**config.mk**
```make
export PLATFORM = sky130hd
export DESIGN_NAME = sc_level_pacer
export DESIGN_NICKNAME = d
export VERILOG_FILES = /design/src/rtl/sc_level_pacer_pkg.sv /design/src/rtl/sc_tick_counter.sv /design/src/rtl/sc_level_pacer.sv
export SDC_FILE = /design/constraint.sdc
export NUM_CORES = 1
export LEC_CHECK = 0
export ABC_AREA = 1
export CAP_MARGIN = 10
export CORE_UTILIZATION = 50
export CTS_BUF_LIST = sky130_fd_sc_hd__clkbuf_8 sky130_fd_sc_hd__clkbuf_16
export CTS_CLUSTER_SIZE = 28
export DETAILED_ROUTE_END_ITERATION = 16
export HOLD_SLACK_MARGIN = 0.1
export MAX_ROUTING_LAYER = met4
export PLACE_DENSITY_LB_ADDON = 0.2
export SYNTH_ARGS = -nofsm -noshare
export SYNTH_HDL_FRONTEND = slang
export SYNTH_HIERARCHICAL = 1
export SYNTH_SLANG_ARGS = --single-unit
```
**constraint.sdc**
```tcl
create_clock -name SC_LEVELPACER_CLOCK_50 -period 3.7 [get_ports SC_LEVELPACER_CLOCK_50]
set_clock_uncertainty 0.2 [all_clocks]
set_input_delay 1.11 -clock SC_LEVELPACER_CLOCK_50 [delete_from_list [all_inputs] [get_ports SC_LEVELPACER_CLOCK_50]]
set_output_delay 1.11 -clock SC_LEVELPACER_CLOCK_50 [all_outputs]
set_load 0.005 [all_outputs]
```
**src/rtl/sc_level_pacer_pkg.sv**
```systemverilog
// Shared encodings and constant helpers for the level pacer.
package sc_level_pacer_pkg;

  typedef enum logic [1:0] {
    ST_IDLE   = 2'd0,
    ST_RUN    = 2'd1,
    ST_BANNER = 2'd2,
    ST_DONE   = 2'd3
  } pacer_state_e;

  // Width of a stage index; a single stage still needs one bit.
  function automatic int unsigned stage_width(input int unsigned stages);
    int unsigned w;
    w = (stages <= 32'd2) ? 32'd1 : 32'($clog2(stages));
    return w;
  endfunction

  // Load period of a stage, in clocks.
  function automatic int unsigned period_of(input int unsigned base,
                                            input int unsigned step,
                                            input int unsigned stage);
    return base - stage * step;
  endfunction

endpackage

```
**src/rtl/sc_tick_counter.sv**
```systemverilog
// Loadable down counter; flags the terminal count while enabled.
module sc_tick_counter #(
  parameter int unsigned               PERIOD_WIDTH = 25,
  parameter logic [PERIOD_WIDTH-1:0]   RESET_VALUE  = '0
) (
  input  logic                    clk,
  input  logic                    rst,
  input  logic                    en,
  input  logic                    reload,
  input  logic [PERIOD_WIDTH-1:0] reload_val,
  output logic                    tick_c
);

  logic [PERIOD_WIDTH-1:0] count_q;

  // Explicit reload wins over counting; terminal count reloads itself.
  always_ff @(posedge clk) begin
    if (rst) begin
      count_q <= RESET_VALUE;
    end else if (reload) begin
      count_q <= reload_val;
    end else if (en) begin
      if (count_q == '0) begin
        count_q <= reload_val;
      end else begin
        count_q <= count_q - PERIOD_WIDTH'(1);
      end
    end
  end

  assign tick_c = en && (count_q == '0);

endmodule

```
**src/rtl/sc_level_pacer.sv**
```systemverilog
// Level-driven speed pacer: stage decode, load pulses, promotion banner.
module sc_level_pacer
  import sc_level_pacer_pkg::*;
#(
  parameter int unsigned LEVEL_WIDTH      = 8,
  parameter int unsigned STAGES           = 3,
  parameter int unsigned LEVELS_PER_STAGE = 16,
  parameter int unsigned PERIOD_WIDTH     = 25,
  parameter int unsigned BASE_PERIOD      = 17500000,
  parameter int unsigned PERIOD_STEP      = 2500000,
  parameter int unsigned BANNER_TICKS     = 4
) (
  input  logic                             SC_LEVELPACER_CLOCK_50,
  input  logic                             SC_LEVELPACER_RESET_InHigh,
  input  logic                             SC_LEVELPACER_START_InLow,
  input  logic                             SC_LEVELPACER_PAUSE_InHigh,
  input  logic [LEVEL_WIDTH-1:0]           SC_LEVELPACER_LEVEL_In,
  output logic                             SC_LEVELPACER_LOAD_Out,
  output logic [stage_width(STAGES)-1:0]   SC_LEVELPACER_STAGE_Out,
  output logic                             SC_LEVELPACER_BANNER_Out,
  output logic                             SC_LEVELPACER_DONE_Out,
  output logic [PERIOD_WIDTH-1:0]          SC_LEVELPACER_PERIOD_Out
);

  localparam int unsigned SW = stage_width(STAGES);
  localparam int unsigned BW = (BANNER_TICKS < 32'd2) ? 32'd1 : 32'($clog2(BANNER_TICKS + 1));
  localparam longint LAST_PERIOD =
    longint'(BASE_PERIOD) - longint'(STAGES - 1) * longint'(PERIOD_STEP);

  // Parameter sanity at elaboration.
  if (STAGES < 2) begin : g_chk_stages
    $error("sc_level_pacer: STAGES must be at least 2");
  end
  if (LAST_PERIOD < 2) begin : g_chk_period
    $error("sc_level_pacer: last stage period must be at least 2");
  end
  if (longint'(BASE_PERIOD) >= (longint'(1) << PERIOD_WIDTH)) begin : g_chk_width
    $error("sc_level_pacer: BASE_PERIOD does not fit PERIOD_WIDTH");
  end

  pacer_state_e            state_q, state_d;
  logic [SW-1:0]           stage_q, stage_d;
  logic [BW-1:0]           ban_cnt_q, ban_cnt_d;
  logic [LEVEL_WIDTH-1:0]  level_q;
  logic                    load_q, load_d;
  logic                    banner_q, done_q;
  logic [PERIOD_WIDTH-1:0] period_q;
  logic [SW-1:0]           lvl_stage_c;
  logic                    lvl_final_c;
  logic                    ctr_en_c, ctr_reload_c, tick_c;
  logic [PERIOD_WIDTH-1:0] ctr_reload_val_c;
  logic [PERIOD_WIDTH-1:0] period_tbl [STAGES];

  // Constant per-stage period table.
  for (genvar g = 0; g < STAGES; g++) begin : g_period
    assign period_tbl[g] = PERIOD_WIDTH'(period_of(BASE_PERIOD, PERIOD_STEP, g));
  end

  // Stage decode as a threshold chain over the registered level.
  always_comb begin
    lvl_stage_c = '0;
    for (int unsigned s = 1; s < STAGES; s++) begin
      if (32'(level_q) >= s * LEVELS_PER_STAGE) lvl_stage_c = SW'(s);
    end
  end

  assign lvl_final_c = 32'(level_q) >= STAGES * LEVELS_PER_STAGE;

  // Counter runs only in the undisturbed RUN/BANNER case.
  assign ctr_en_c = ((state_q == ST_RUN) || (state_q == ST_BANNER)) &&
                    !SC_LEVELPACER_PAUSE_InHigh && !lvl_final_c &&
                    (lvl_stage_c == stage_q);

  assign ctr_reload_val_c = period_tbl[stage_d] - PERIOD_WIDTH'(1);

  // Next-state, stage and banner-count logic in priority order.
  always_comb begin
    state_d      = state_q;
    stage_d      = stage_q;
    ban_cnt_d    = ban_cnt_q;
    load_d       = 1'b0;
    ctr_reload_c = 1'b0;
    case (state_q)
      ST_IDLE, ST_DONE: begin
        if (!SC_LEVELPACER_START_InLow) begin
          stage_d      = lvl_stage_c;
          ctr_reload_c = 1'b1;
          state_d      = lvl_final_c ? ST_DONE : ST_RUN;
        end
      end
      ST_RUN, ST_BANNER: begin
        if (SC_LEVELPACER_PAUSE_InHigh) begin
          state_d = state_q;
        end else if (lvl_final_c) begin
          state_d = ST_DONE;
        end else if (lvl_stage_c > stage_q) begin
          stage_d      = lvl_stage_c;
          ctr_reload_c = 1'b1;
          ban_cnt_d    = '0;
          state_d      = ST_BANNER;
        end else if (lvl_stage_c < stage_q) begin
          stage_d      = lvl_stage_c;
          ctr_reload_c = 1'b1;
          state_d      = ST_RUN;
        end else if (state_q == ST_RUN) begin
          load_d = tick_c;
        end else if (tick_c) begin
          if (ban_cnt_q == BW'(BANNER_TICKS - 1)) begin
            state_d      = ST_RUN;
            ctr_reload_c = 1'b1;
          end else begin
            ban_cnt_d = ban_cnt_q + BW'(1);
          end
        end
      end
      default: state_d = ST_IDLE;
    endcase
  end

  // State and registered outputs.
  always_ff @(posedge SC_LEVELPACER_CLOCK_50) begin
    if (SC_LEVELPACER_RESET_InHigh) begin
      state_q   <= ST_IDLE;
      stage_q   <= '0;
      ban_cnt_q <= '0;
      level_q   <= '0;
      load_q    <= 1'b0;
      banner_q  <= 1'b0;
      done_q    <= 1'b0;
      period_q  <= PERIOD_WIDTH'(BASE_PERIOD);
    end else begin
      state_q   <= state_d;
      stage_q   <= stage_d;
      ban_cnt_q <= ban_cnt_d;
      level_q   <= SC_LEVELPACER_LEVEL_In;
      load_q    <= load_d;
      banner_q  <= (state_d == ST_BANNER);
      done_q    <= (state_d == ST_DONE);
      period_q  <= period_tbl[stage_d];
    end
  end

  sc_tick_counter #(
    .PERIOD_WIDTH (PERIOD_WIDTH),
    .RESET_VALUE  (PERIOD_WIDTH'(BASE_PERIOD - 1))
  ) u_tick_counter (
    .clk        (SC_LEVELPACER_CLOCK_50),
    .rst        (SC_LEVELPACER_RESET_InHigh),
    .en         (ctr_en_c),
    .reload     (ctr_reload_c),
    .reload_val (ctr_reload_val_c),
    .tick_c     (tick_c)
  );

  assign SC_LEVELPACER_LOAD_Out   = load_q;
  assign SC_LEVELPACER_STAGE_Out  = stage_q;
  assign SC_LEVELPACER_BANNER_Out = banner_q;
  assign SC_LEVELPACER_DONE_Out   = done_q;
  assign SC_LEVELPACER_PERIOD_Out = period_q;

endmodule

```
Word-level counts from Yosys, hierarchy flattened
Index checks and enable logic that the tools add are counted.

storage, ports and cells
  register bits = 68
  input port bits = 12
  output and inout bits = 30
  word-level logic and storage cells = 86

cells by class
  $add $sub $neg = 3
  order comparisons = 6
  equal/unequal tests = 10
  multiplexer cells = 38
  bitwise logic cells = 5
  reductions and logical operators = 15

operators with widths
  kind                                                                   number
  25-bit two-way mux                                                     5
  25-bit binary-select mux with 2-bit select                             1
  25-bit by 1-bit subtractor with 25-bit output, second input constant   2
  2-bit two-way mux                                                      15
  25-bit zero test                                                       1
  8-bit by 6-bit >= comparator with 1-bit output, second input constant  2
  3-bit two-way mux                                                      5
  1-bit two-way mux                                                      9
  2-bit == test, second input constant                                   4
  8-bit by 5-bit >= comparator with 1-bit output, second input constant  1
  2-bit one-hot mux with 2 select lines                                  2
  7-bit AND reduction                                                    1
  7-bit OR reduction                                                     1
  2-bit != test, second input constant                                   3
  1-bit logical AND                                                      4
  1-bit NOT                                                              4
  2-bit nonzero test                                                     2
  2-bit OR reduction                                                     2
  3-bit by 1-bit adder with 3-bit output, second input constant          1
  3-bit by 2-bit == test with 1-bit output, second input constant        1
  3-bit >= comparator, second input constant                             1
  2-bit NOT with 3-bit output                                            1
  2-bit by 1-bit == test with 1-bit output, second input constant        1
  2-bit == test                                                          1
  other kinds (6)                                                        7

Longest topological paths before layout
Gate-level depths: netlist of the first run.

  depth in word-level cells = 17
  gate-level depth with buffers = 20
  gate-level depth less buffers = 20

By module
The synthesis of the first run kept the hierarchy.

by module, submodules not included
  module           times used  cells an instance  area each (um^2)  seq. area each (um^2)
  sc_tick_counter  1           314                1,859.3           500.5
  sc_level_pacer   1           171                1,277.5           400.4

Worst setup path after synthesis of the first run
Ideal clock, no wire load.

  path kind = input to register
  start = in SC_LEVELPACER_PAUSE_InHigh
  end = reg u_tick_counter.count_q[12]
  setup time = 0.109 ns
  data arrival time = 3.068 ns
  required time = 3.391 ns
  path slack = 0.323 ns
  stages = 15
  path buffers = 1
  cells stage by stage = inv_2 -> nand2_2 -> nor2_8 -> inv_1 -> nor2_1 -> nand4_1 -> nor2_1 -> nand3_1 -> o211ai_1 -> nor2_2 -> inv_1 -> clkbuf_1 -> nand3_1 -> nand2_1 -> inv_1

on the way
  cells in the longest elaborated chain, start to end = 13
  elaborated cells between the ends (all ways) = 23
  those cells by class = add/sub (1); mux (15); bitwise (1); reduce/logical (6)

RTL lines
  item                                                      line                   source
  start, declared                                           sc_level_pacer.sv:16   input logic SC_LEVELPACER_PAUSE_InHigh,
  1-bit zero test *                                         sc_level_pacer.sv:71   !SC_LEVELPACER_PAUSE_InHigh && !lvl_final_c &&
  1-bit logical AND *                                       sc_level_pacer.sv:70   assign ctr_en_c = ((state_q == ST_RUN) || (state_q == ST_BANNER)) &&
  1-bit logical AND * (2 in series)                         sc_level_pacer.sv:71
  net ctr_en_c                                              sc_level_pacer.sv:50   logic ctr_en_c, ctr_reload_c, tick_c;
  1-bit logical AND *                                       sc_tick_counter.sv:31  assign tick_c = en && (count_q == '0);
  net tick_c                                                sc_level_pacer.sv:50
  1-bit two-way mux *                                       sc_level_pacer.sv:107  end else if (tick_c) begin
  1-bit two-way mux *                                       sc_level_pacer.sv:105  end else if (state_q == ST_RUN) begin
  1-bit two-way mux *                                       sc_level_pacer.sv:101  end else if (lvl_stage_c < stage_q) begin
  1-bit two-way mux *                                       sc_level_pacer.sv:96   end else if (lvl_stage_c > stage_q) begin
  1-bit two-way mux *                                       sc_level_pacer.sv:94   end else if (lvl_final_c) begin
  1-bit two-way mux *                                       sc_level_pacer.sv:92   if (SC_LEVELPACER_PAUSE_InHigh) begin
  1-bit one-hot mux with 2 select lines *                   sc_level_pacer.sv:83   case (state_q)
  net ctr_reload_c                                          sc_level_pacer.sv:50
  25-bit two-way mux or 2-bit nonzero test (tied branches)  --
  end signal, assigned                                      sc_tick_counter.sv:21  count_q <= reload_val;
  end signal, assigned                                      sc_tick_counter.sv:24  count_q <= reload_val;
  end signal, assigned                                      sc_tick_counter.sv:26  count_q <= count_q - PERIOD_WIDTH'(1);
  end, declared                                             sc_tick_counter.sv:14  logic [PERIOD_WIDTH-1:0] count_q;

The timed path passes the listed nets; every way through them passes the cells marked *. The select of a mux whose other input is x is not followed.
A chain may end at the register's enable or synchronous reset.

Final worst setup path of the first run
  start = in SC_LEVELPACER_PAUSE_InHigh
  end = reg u_tick_counter.count_q[2]

The elaborated chain is that of the path after synthesis.

==> reports/metrics.cfg, run 1 <==
[drt]
dr.pass1.iters=5
vias_per_cell=5.02
drc=0
wl_per_cell_um=11.7
wl_met2_um=3230
vias=2973
wl_met1_um=3310
drt_wl_total_um=6920
route.met3.wl_um=341
top_layer=met4
drtAntennaViolNets=0
first_iter_violations=208

[die]
row_count=28
die_x_um=81.2
die-area_um2=6590
start_util=0.524
io_pins=42
core_um2=5990
die_h_um=81.2

[placement]
gp_congestion=0.885
io_buffers=32
dp_hpwl_um=5040
dpl.cell_count=584

[logic_synthesis]
yosysMostFrequentCell=nand2_1
synth_ff_type=dfxtp_1
synth-simple-area-share=0.355
synth-seq-area-share=0.287
yosysWarnings=6
synthCells=485
synth_edf_count=0
syn_avg_cell_area_um2=6.47
ys_types=35
synthAdderAreaFrac=0.0558
synth_compound_area_frac=0.110
synth_top_area_frac=0.287
synthMuxAreaShare=0
synth_top_family_by_area=simple AND/OR/NAND/NOR gates
synth_top_cell_by_area=dfxtp_1
synthTopCellsByCount=nand2_1 (104), inv_1 (72), nor2_1 (57)
ys_async_sr_fraction=0
synth.area.top_cells=dfxtp_1 (29%), nand2_1 (12%), inv_1 (8.6%)
synth_area_um2=3140
synth-seq-cells=45
synth-xor-area-share=0.0251

[clock_tree]
cts_setup_buffers=0
cts_resized=0
path_clk_slew_ns=0.08
cts_tree=yes
clk_latency_ns=0.31
htree_num_levels=2
root_buffer=clkbuf_8
clock_path_buffers=2
ctsHoldBuffers=0
cts_made_buffers=5
cts_sinks=45

[min_path]
hp-class=reg -> reg

[global_routing]
antenna_found_initial=0
grt_overflow=0
grt_pass1_vias=2637
grt_pass1_wl_um=11800
grt_usage=0.238
grt_max_degree=24

[worst_setup_path]
worstPathCellList=clkdlybuf4s50_1, inv_2, nand2_2, nor2_8, inv_1, nor2_1, nand4_1, nor2_1, nand3_1, o211ai_1, buf_4, buf_4, nor2_4, nand3_1, nand2_1, nand2_1
cp.arrival_ns=3.41
crit_buf_inv=5
r2r_setup_slack_ns=0.51
cp_slowest_stage_delay_ns=0.49
critical_path_class=in -> reg
end_kind=register
crit_slowest_cell=clkdlybuf4s50_1
cp-start-kind=input pin
critPathMaxFanout=23
crit_required_ns=3.69
path_delay_family=simple AND/OR/NAND/NOR gates

[finish]
area_delta_synth_final_pct=15.5
fin_cells=592
final_util=0.605
final_nets=542
final_layout_size_suffix_gt1_frac=0.104
antenna_cells=0

[sta]
fin_crit_sh=0.924
timing.fmax_mhz=293
final_max_slew_viol_count=0
finalHoldViolations=0
worst_slew_pin_slew_ns=0.568
rsz0062_at_grt=no
max_slew_margin=0.620
period_minus_slack_ns=3.42
setup_viol=0
fin_hold_ws_ns=0.269

[pwr]
p_leak_nw=1.77
max-vdd-ir-drop_mv=0.333
p_per_area_nw_per_um2=738

[flow_run]
maxCapViolCount=0

[run_status]
status=completed

[cell families (layout without fill, tap and decap cells)]
kind of cell	Yosys count	count (layout)
buffers and inverters	108	132
other	2	10
AOI/OAI and AO/OA	62	62
adders and majority gates	14	14
DFF	45	45
and+or+nand+nor	245	245
xor gates and xnor gates	9	9
[flip-flops by register name, summed over array words and instances, names as in the netlist, 2 cells and up]
register and count:
SC_LEVELPACER_PERIOD_Out 6, SC_LEVELPACER_STAGE_Out 2, ban_cnt_q 3, level_q 4, state_q 2, u_tick_counter/count_q 25
[per-layer routing]
layer  vias up  track usage
met5         -            -
met4         0       0.0607
met3         8       0.0382
met2        96        0.385
met1      1325        0.306
li1       1544            -
[per-stage QoR]
step	instance area, um^2	total power [mW]	setup TNS [ns]	worst slack (ns)
floorplan	3170	1.87	0	0.323
global placement	3510	2.25	-0.0101	-0.0101
detailed placement	3510	2.28	-0.0991	-0.0379
CTS	3620	2.68	0	0.264
global route	3620	2.93	0	0.0908
finish	3620	2.67	0	0.282
[area by class of cell]
type / instances / area (um^2)
fillers: 545 / 2370
multi-input cells: 340 / 1750
flip-flops and latches: 45 / 901
repair buffers: 47 / 470
inverters: 77 / 289
well taps: 75 / 93.8
clock buffers: 6 / 82.6
clock inverters: 2 / 33.8
[cell usage in the layout, fill, tap and decap left out, drive strengths merged, types with 6 or more instances in the layout]
master	count
nand3	50
buf	15
conb	10
xor2	6
a21oi	40
ha	14
nand4	6
nor2	68
inv	77
clkdlybuf4s50	32
clkbuf	6
dfxtp	45
o21ai	15
nand2	115
[report_power, final]
| part | internal (mW) | switching, mW | leakage [nW] | total, mW |
|---|---|---|---|---|
| Combinational | 0.628 | 0.850 | 1.34 | 1.48 |
| Clock | 0.218 | 0.171 | 0.0626 | 0.389 |
| Sequential | 0.639 | 0.165 | 0.372 | 0.805 |
[path summary, 6_finish.rpt]
path	cells after the start	startpoint	to
max	16	SC_LEVELPACER_PAUSE_InHigh	u_tick_counter/count_q[2]
min	2	ban_cnt_q[2]	ban_cnt_q[2]
max reg2reg	17	level_q[7]	u_tick_counter/count_q[2]
min reg2reg	2	ban_cnt_q[2]	ban_cnt_q[2]
[worst reg2reg max path, stage by stage (launching register included)]
cell	delay [ns]
dfxtp_1	0.33
nor2_4	0.16
nand2_1	0.16
nor2_1	0.22
inv_1	0.07
ha_1	0.27
nand2_1	0.11
nor2_1	0.08
nand4_1	0.11
nor2_1	0.07
nand3_1	0.11
o211ai_1	0.14
buf_4	0.16
buf_4	0.13
nor2_4	0.46
nand3_1	0.15
nand2_1	0.10
nand2_1	0.05
Note: power is estimated with default switching activity, not from simulation.
==> run 2, diff against run 1 <==
SKIP_CTS_REPAIR_TIMING = 1   (was default)
SKIP_LAST_GASP = 1   (was default)
clock period = 3.21 ns   (was 3.7 ns; I/O delays follow)
==> run 2 against run 1 <==
Compared with the run above:
- clock-buffer cell count decreased by 1
- routed wire length increased by 5.4%
- sequential share of layout area decreased by 0.34 points
- register-to-register slack got worse by 0.25 ns
- design area increased by 1.4%
- die area unchanged
- sequential cell count unchanged
- final cell count increased by 1.4%
- utilization increased by 0.84 points
- critical endpoint is now u_tick_counter/count_q[18]
- highest routed layer unchanged
==> reports/metrics.cfg, run 2 (same netlist as run 1, synthesis figures left out) <==
[drt]
first_iter_violations=125  ; -40%
drtAntennaViolNets=0  ; unchanged
wl_met1_um=3320  ; +0.27%
top_layer=met4
route.met3.wl_um=335  ; -1.8%
drt_wl_total_um=7300  ; +5.4%
vias=3033  ; +2.0%
wl_per_cell_um=12.2  ; +4.0%
wl_met2_um=3540  ; +9.6%
drc=0  ; unchanged
dr.pass1.iters=4  ; -1
vias_per_cell=5.06  ; +0.66%

[worst_setup_path]
worstReg2RegStart=level_q[7]
reg2reg_to=u_tick_counter/count_q[18]
cp.arrival_ns=2.99  ; -0.42 ns
crit_required_ns=3.24  ; -0.45 ns
cp-endpoint=u_tick_counter/count_q[18]
cp-start-kind=register
critPathMaxFanout=5  ; -78%
end_kind=register
r2r_setup_slack_ns=0.26  ; -0.25 ns
reg2reg_depth=17  ; unchanged
startpoint=level_q[7]
critical_path_class=reg -> reg

[die]
die_h_um=81.2  ; unchanged
core_um2=5990  ; unchanged
die_x_um=81.2  ; unchanged
io_pins=42  ; unchanged
row_count=28  ; unchanged
start_util=0.524  ; unchanged
die-area_um2=6590  ; unchanged

[finish]
fill_cells=592  ; +8.6%
area_delta_synth_final_pct=17.1
antenna_cells=0  ; unchanged
final_nets=552  ; +1.8%
final_util=0.613  ; +0.00835
final_layout_size_suffix_gt1_frac=0.131  ; +0.0270
fin_cells=600  ; +1.4%
top_register=u_tick_counter/count_q
layout_commonest_cell=nand2_1
mostFrequentLayoutCells=nand2_1 (104), inv_1 (71), nor2_1 (55)
largest_reg_flops=25  ; unchanged

[placement]
dp_hpwl_um=5500  ; +9.3%
gp_congestion=0.955  ; +7.9%
io_buffers=32  ; unchanged
pre_cts_slack_ns=-0.316  ; -0.278 ns
dpl.cell_count=591  ; +1.2%

[clock_tree]
clk_latency_ns=0.30  ; about the same
path_clk_slew_ns=0.08  ; about the same
cts_tree=yes
htree_num_levels=2  ; unchanged
root_buffer=clkbuf_8
cts_made_buffers=5  ; unchanged
cts_sinks=45  ; unchanged
clock_path_buffers=2  ; unchanged

[sta]
fin_hold_ws_ns=0.283  ; +0.0141 ns
finalHoldViolations=0  ; unchanged
period_minus_slack_ns=2.95
rsz0062_at_grt=no
setup_viol=0  ; unchanged
timing.fmax_mhz=339
worst_slew_pin_slew_ns=0.541  ; -0.0273 ns
final_max_slew_viol_count=0  ; unchanged
fin_ws_ns=0.258  ; -0.0244 ns
max_slew_margin=0.638  ; +0.0183
fin_crit_sh=0.920

[pwr]
max-vdd-ir-drop_mv=0.480  ; +44%
p_total_mw=3.06  ; +15%
p_per_area_nw_per_um2=834  ; +13%
p_leak_nw=1.81  ; +2.0%

[global_routing]
grt_overflow=0  ; unchanged
grt_pass1_vias=2729  ; +3.5%
antenna_found_initial=0  ; unchanged
grt_pass1_wl_um=11900  ; +0.93%
grt_usage=0.237  ; about the same
grt_max_degree=23  ; -4.2%

[flow_run]
maxCapViolCount=0  ; unchanged

[min_path]
hp-class=reg -> reg

[run_status]
status=completed

[run 2: cell types whose count changed in the layout (fill, tap and decap cells not counted), moves of 2 or more]
cell | before | now
buf_4 | 12 | 20
a21oi_1 | 38 | 36
a21oi_2 | 2 | 4
buf_6 | 0 | 2
inv_1 | 73 | 71
nor2_1 | 57 | 55
nor2_2 | 6 | 8
[run 2: critical path, stage by stage (launching register included)]
cell and delay (ns):
dfxtp_1 0.33, nor2_4 0.16, nand2_1 0.09, nor2_1 0.21
inv_1 0.07, ha_1 0.27, nand2_1 0.11, nor2_2 0.13
nand4_1 0.12, nor2_2 0.17, nand3_2 0.10, o211ai_1 0.22
buf_4 0.17, nor2_2 0.05, inv_2 0.09, buf_2 0.18
o21ai_0 0.09, a21oi_1 0.12
[run 2: worst min-delay path by stage]
stage | to | startpoint | slack, ns | cells past startpoint
3_3_place_gp | ban_cnt_q[2] | ban_cnt_q[2] | 0.25 | 2
2_1_floorplan | ban_cnt_q[2] | ban_cnt_q[2] | 0.24 | 2
5_1_grt | ban_cnt_q[1] | ban_cnt_q[1] | 0.31 | 2
6_report | ban_cnt_q[1] | ban_cnt_q[1] | 0.28 | 2
3_5_place_dp | ban_cnt_q[1] | ban_cnt_q[1] | 0.27 | 2
4_1_cts | ban_cnt_q[1] | ban_cnt_q[1] | 0.28 | 2
[run 2: final cells by class]
class	instances	area, um^2	area share
Multi-Input combinational cell	340	1770	0.483
Timing Repair Buffer	57	541	0.147
Sequential cell	45	901	0.245
Inverter	77	289	0.0787
Clock inverter	1	5.00	0.00136
Tap cell	75	93.8	0.0256
Clock buffer	5	68.8	0.0187
[run 2: stage by stage]
step	setup TNS [ns]	cell area, um^2
after floorplan	0	3170
after global placement	-5.68	3550
after detailed placement	-6.51	3550
after CTS	-0.0133	3620
after global routing	0	3670
final	0	3670
[run 2: routing by layer]
layer	GRT usage	vias to the layer above
li1	-	1562
met1	0.286	1369
met2	0.397	89
met3	0.0393	13
met4	0.0857	0
met5	-	-
[run 2: power breakdown]
part | leakage (nW) | switching [mW] | total (mW) | internal, mW
registers | 0.372 | 0.186 | 0.923 | 0.737
clock network | 0.0399 | 0.193 | 0.337 | 0.144
logic | 1.40 | 1.03 | 1.80 | 0.770
total | 1.81 | 1.41 | 3.06 | 1.65
==> run 3, diff against run 2 <==
TNS_END_PERCENT = 30   (was default)
==> results of run 3 <==
The final DEF is identical to that of run 2; final timing and power are the same.
==> variant 1, RTL diff (flow settings as in run 1) <==
Reset style: asynchronous (`SC_LEVELPACER_RESET_InHigh` and `rst`), changed in 2 clocked blocks.
--- a/src/rtl/sc_tick_counter.sv
+++ b/src/rtl/sc_tick_counter.sv
@@ -15,5 +15,5 @@
 
   // Explicit reload wins over counting; terminal count reloads itself.
-  always_ff @(posedge clk) begin
+  always_ff @(posedge clk or posedge rst) begin
     if (rst) begin
       count_q <= RESET_VALUE;
--- a/src/rtl/sc_level_pacer.sv
+++ b/src/rtl/sc_level_pacer.sv
@@ -119,5 +119,5 @@
 
   // State and registered outputs.
-  always_ff @(posedge SC_LEVELPACER_CLOCK_50) begin
+  always_ff @(posedge SC_LEVELPACER_CLOCK_50 or posedge SC_LEVELPACER_RESET_InHigh) begin
     if (SC_LEVELPACER_RESET_InHigh) begin
       state_q   <= ST_IDLE;
Check against the original RTL: differs if SC_LEVELPACER_RESET_InHigh is asserted again (counterexample within 4 cycles, from zero or initial values and one cycle with SC_LEVELPACER_RESET_InHigh high); with SC_LEVELPACER_RESET_InHigh held inactive, the same outputs for 4 cycles.
==> variant 1 against run 1 <==
- total power is 31% higher
- maximum frequency is 1.2% higher
- worst setup slack better by 0.041 ns
- via count is 1.8% lower
- sequential power is 23% higher
- register-to-register slack better by 0.02 ns
- critical path depth stayed put
- sequential cell count stayed put
- routed wire length is 4.3% higher
- synthesized area is 4.3% higher
- cell area is 3.5% higher
- cell count is 2.5% lower
- largest cell class unchanged
- largest power group unchanged
==> variant 1: results (changes against run 1) <==
| Metric | Value |
|---|---|
| Status | finished clean (unchanged) |
| Hold WS | 0.297 ns (was 0.269 ns) |
| First-pass GRT wire length | 12900 um (was 11800 um) |
| Placed inst area | 3620 um^2 (was 3510 um^2) |
| GR Util All Layers | 23.8% (about the same) |
| Signal buffers | 45 (was 47) |
| Htree depth | 2 (unchanged) |
| Slew headroom | 49.8% (was 62.0%) |
| Post-synthesis cell count | 467 (was 485) |
| Internal power | 1820 uW (was 1490 uW) |
| PortBufs | 32 (unchanged) |
| Clock-cell share of area | 3.11% (was 3.21%) |
| Final nets | 525 (was 542) |
| Seq pwr | 987 uW (was 805 uW) |
| Hold path start | ban_cnt_q[0] (was ban_cnt_q[2]) |
| Seq area share | 30.6% (was 24.9%) |
| Reg2reg end | u_tick_counter/count_q[10] (was u_tick_counter/count_q[2]) |
| Post_cts resized | 0 (unchanged) |
| VDD IR max | 0.587 mV (was 0.333 mV) |
| Reg power frac | 28.2% (was 30.1%) |
| Multi-input gates | 330 (was 340) |
| Hpwl dp | 5320 um (was 5040 um) |
| Placed insts | 569 (was 584) |
| Post-synth top cells | nand2_1, inv_1, nand3_1 (was nand2_1, inv_1, nor2_1) |
| Non-filler cells, final | 577 (was 592) |
| FF+latch count | 45 (unchanged) |
| NonClk Buf Share | 11.2% (was 13.0%) |
| Share of synthesized registers carrying an async set or reset | 100% (was 0%) |
| Max Freq | 296 MHz (was 293 MHz) |
| Comb power frac | 60.3% (was 55.3%) |
| Util after Layout | 59.0% (was 60.5%) |
| Layout cells sized above 1 | 13.6% (was 10.4%) |
| Hold EP | ban_cnt_q[0] (was ban_cnt_q[2]) |
| Post-synth cell types | 36 (was 35) |
| Multi-input gate share of total cell area | 45.4% (was 48.4%) |
| Invs w/o clock | 72 (was 77) |
| Setup WS pre-CTS | -0.0173 ns (was -0.0379 ns) |
| Final GP Congestion | 0.893 (was 0.885) |
| Arrival time of the worst setup path | 3.45 ns (was 3.41 ns) |
| Leakage | 0.00198 uW (was 0.00177 uW) |
| Critical R2R Launch | level_q[7] (unchanged) |
| FF-to-FF setup slack | 0.53 ns (was 0.51 ns) |
| Largest net degree at the start of global routing | 26 (was 24) |
| Reg clk slew, reported paths | 0.10 ns (was 0.08 ns) |
| Design area | 3750 um^2 (was 3620 um^2) |
| Post-synthesis sequential area ratio | 35.0% (was 28.7%) |
| Dominant cells by area after synthesis | dfrtp_1, nand2_1, dfstp_2, nand3_1, inv_1 (was dfxtp_1, nand2_1, inv_1, nand3_1, nor2_1) |
| R2r worst-path depth | 19 (was 17) |
| Hold depth | 1 (was 2) |
| Clk buf depth | 2 (unchanged) |
| TritonRoute pass-1 iters | 4 (was 5) |
| Initial detailed-routing violation count | 175 (was 208) |
| Vias per cell | 5.06 (was 5.02) |
| Antenna violations before repair | 0 (unchanged) |
| Worst Path Max Fanout | 22 (was 23) |
| Filler cell count in the final layout | 579 (was 545) |
| DR WL/cell | 12.5 um (was 11.7 um) |
-- variant 1: logic make-up after synthesis --
group,after synthesis,synth area share (%)
flip-flops,45,35.0
adder cells (fa/ha/maj),14,5.35
AO/OA/AOI/OAI,22,3.94
buffers and inverters,100,14.2
XOR/XNOR,9,2.41
AND/OR/NAND/NOR,275,38.9
other,2,0.230
-- variant 1: critical path, stage by stage --
cell and delay [ns]:
clkdlybuf4s50_1 0.50, nor2_8 0.16, nand2_4 0.07, nor2_4 0.08
nand2_1 0.07, nor2_1 0.14, nand3_1 0.12, nand2_1 0.08
nor2_1 0.03, o21ai_0 0.25, clkinv_1 0.24, nand2_8 0.22
inv_2 0.13, nand2_1 0.09, nand3_1 0.08, nand2_1 0.07
-- variant 1: per-layer routing --
layer  vias up  routed length (um)  GRT usage (%)
met5         -                   0              -
met4         0                  78           7.05
met3         6                 293           4.17
met2        66                3590           40.2
met1      1372                3260           29.2
li1       1474                   -              -
==> variant 2, RTL diff (config.mk and constraints of run 1) <==
Without the edit above. `BANNER_TICKS`: 4 -> 2.
--- a/src/rtl/sc_level_pacer.sv
+++ b/src/rtl/sc_level_pacer.sv
@@ -9,5 +9,5 @@
   parameter int unsigned BASE_PERIOD      = 17500000,
   parameter int unsigned PERIOD_STEP      = 2500000,
-  parameter int unsigned BANNER_TICKS     = 4
+  parameter int unsigned BANNER_TICKS     = 2
 ) (
   input  logic                             SC_LEVELPACER_CLOCK_50,
Behaviour: no difference found for any inputs over 10 cycles, from zero or initial values and one cycle with SC_LEVELPACER_RESET_InHigh high; that may be too few to reach the edited logic, so the function may still have changed.
==> variant 2 against run 1 <==
- total power rose by 4.5%
- synthesized area is 2.2% lower
- routed wire length increased by 3.5%
- maximum frequency grew 2.1%
- cell area is 1.1% lower
- combinational power is 11% higher
- worst setup slack better by 0.072 ns
- sequential cell count decreased by 1
==> variant 2: results (changes against run 1) <==
| Metric | Value |
|---|---|
| Hpwl dp | 5380 um (was 5040 um) |
| Vias | 3006 (was 2973) |
| Largest net degree at the start of global routing | 24 (unchanged) |
| Internal power | 1530 uW (was 1490 uW) |
| Dominant cells by area after synthesis | dfxtp_1, nand2_1, inv_1, nand3_1, nor2_1 (unchanged) |
| Placed inst area | 3460 um^2 (was 3510 um^2) |
| Post-synth EDFFs | 0 (unchanged) |
| Reg2reg end | u_tick_counter/count_q[5] (was u_tick_counter/count_q[2]) |
| Switching part of the total | 45.3% (was 44.4%) |
| GR Util All Layers | 24.5% (was 23.8%) |
| VDD IR max | 0.396 mV (was 0.333 mV) |
| Vias per cell | 5.12 (was 5.02) |
| Initial detailed-routing violation count | 172 (was 208) |
| Vias in the first global route | 2727 (was 2637) |
| Antenna cell count | 0 (unchanged) |
| Slowest cell delay on critical path | 0.42 ns (was 0.49 ns) |
| Final GP Congestion | 0.894 (was 0.885) |
| Hold WS | 0.282 ns (was 0.269 ns) |
| Critical R2R Launch | level_q[7] (unchanged) |
| Register area | 881 um^2 (was 901 um^2) |
| Critical path data required time | 3.71 ns (was 3.69 ns) |
| Crit path max-delay family | buffers and inverters (was simple AND/OR/NAND/NOR gates) |
| Largest register FFs | 25 (unchanged) |
| Hold path start | u_tick_counter/count_q[1] (was ban_cnt_q[2]) |
| Type of the tightest min-delay check | reg2reg (unchanged) |
| Worst Path Max Fanout | 12 (was 23) |
| Post-synthesis sequential area ratio | 28.7% (about the same) |
| TritonRoute pass-1 iters | 5 (unchanged) |
| Slew headroom | 55.0% (was 62.0%) |
| Reg clk slew, reported paths | 0.08 ns (about the same) |
| Clk buf depth | 2 (unchanged) |
| First-pass GRT wire length | 12000 um (was 11800 um) |
| DR WL/cell | 12.2 um (was 11.7 um) |
| R2r worst-path depth | 18 (was 17) |
| Reg power frac | 27.5% (was 30.1%) |
| PortBufs | 32 (unchanged) |
| Reg with most FFs | u_tick_counter/count_q (unchanged) |
| Filler cell count in the final layout | 568 (was 545) |
| Post-synth cell types | 31 (was 35) |
| Status | finished clean (unchanged) |
| Post-synthesis cell count | 477 (was 485) |
| Post-CTS Setup Bufs | 0 (unchanged) |
| Synth warn | 6 (unchanged) |
| Final nets | 536 (was 542) |
| Comb power frac | 58.6% (was 55.3%) |
| Clk Latency, worst-skew pair | 0.31 ns (about the same) |
| Setup WS pre-CTS | -0.0803 ns (was -0.0379 ns) |
| Post-synth top cells | nand2_1, inv_1, nor2_1 (unchanged) |
| Leakage | 0.00176 uW (was 0.00177 uW) |
| Placed insts | 579 (was 584) |
| Hold EP | u_tick_counter/count_q[1] (was ban_cnt_q[2]) |
| Layout cells sized above 1 | 10.9% (was 10.4%) |
| FF-to-FF setup slack | 0.66 ns (was 0.51 ns) |
[variant 2: cell types whose count changed in the layout (fill, tap and decap cells not counted), moves of 3 or more]
cell,change
inv_2,-4
nand2_1,+5
nand3_1,-6
nand3_2,+3
nor2_1,-4
o21ai_0,+5
[variant 2: worst max-delay path by stage]
stage                                    start                    endpoint  slack [ns]
floorplan           SC_LEVELPACER_PAUSE_InHigh  u_tick_counter/count_q[12]        0.35
CTS                 SC_LEVELPACER_PAUSE_InHigh   u_tick_counter/count_q[5]        0.23
detailed placement  SC_LEVELPACER_PAUSE_InHigh   u_tick_counter/count_q[5]       -0.08
finish              SC_LEVELPACER_PAUSE_InHigh   u_tick_counter/count_q[5]        0.35
global placement    SC_LEVELPACER_PAUSE_InHigh  u_tick_counter/count_q[12]     -0.0003
global route        SC_LEVELPACER_PAUSE_InHigh  u_tick_counter/count_q[23]        0.08
[variant 2: layout make-up]
cell class	instances	share of cell area, %
multi-input cells	336	48.1
inverters	75	7.93
clock inverters	3	1.33
flip-flops and latches	44	24.6
well taps	75	2.62
repair buffers	49	13.6
clock buffers	5	1.92
[variant 2: cells by family (layout without fill, tap and decap cells)]
group | count (synthesis) | in the layout | synth area share [%]
DFF | 44 | 44 | 28.7
xor gates and xnor gates | 9 | 9 | 2.57
other | 2 | 10 | 0.245
buffers and inverters | 105 | 132 | 16.4
AOI/OAI and AO/OA | 62 | 62 | 10.9
adders and majority gates | 13 | 13 | 5.30
and+or+nand+nor | 242 | 242 | 35.8
[variant 2: layer usage]
metal / GRT usage, % / vias up / wire, um
li1: - / 1521 / -
met2: 41.4 / 75 / 3480
met3: 3.98 / 15 / 291
met1: 28.6 / 1395 / 3230
met4: 10.2 / 0 / 163
met5: - / - / 0
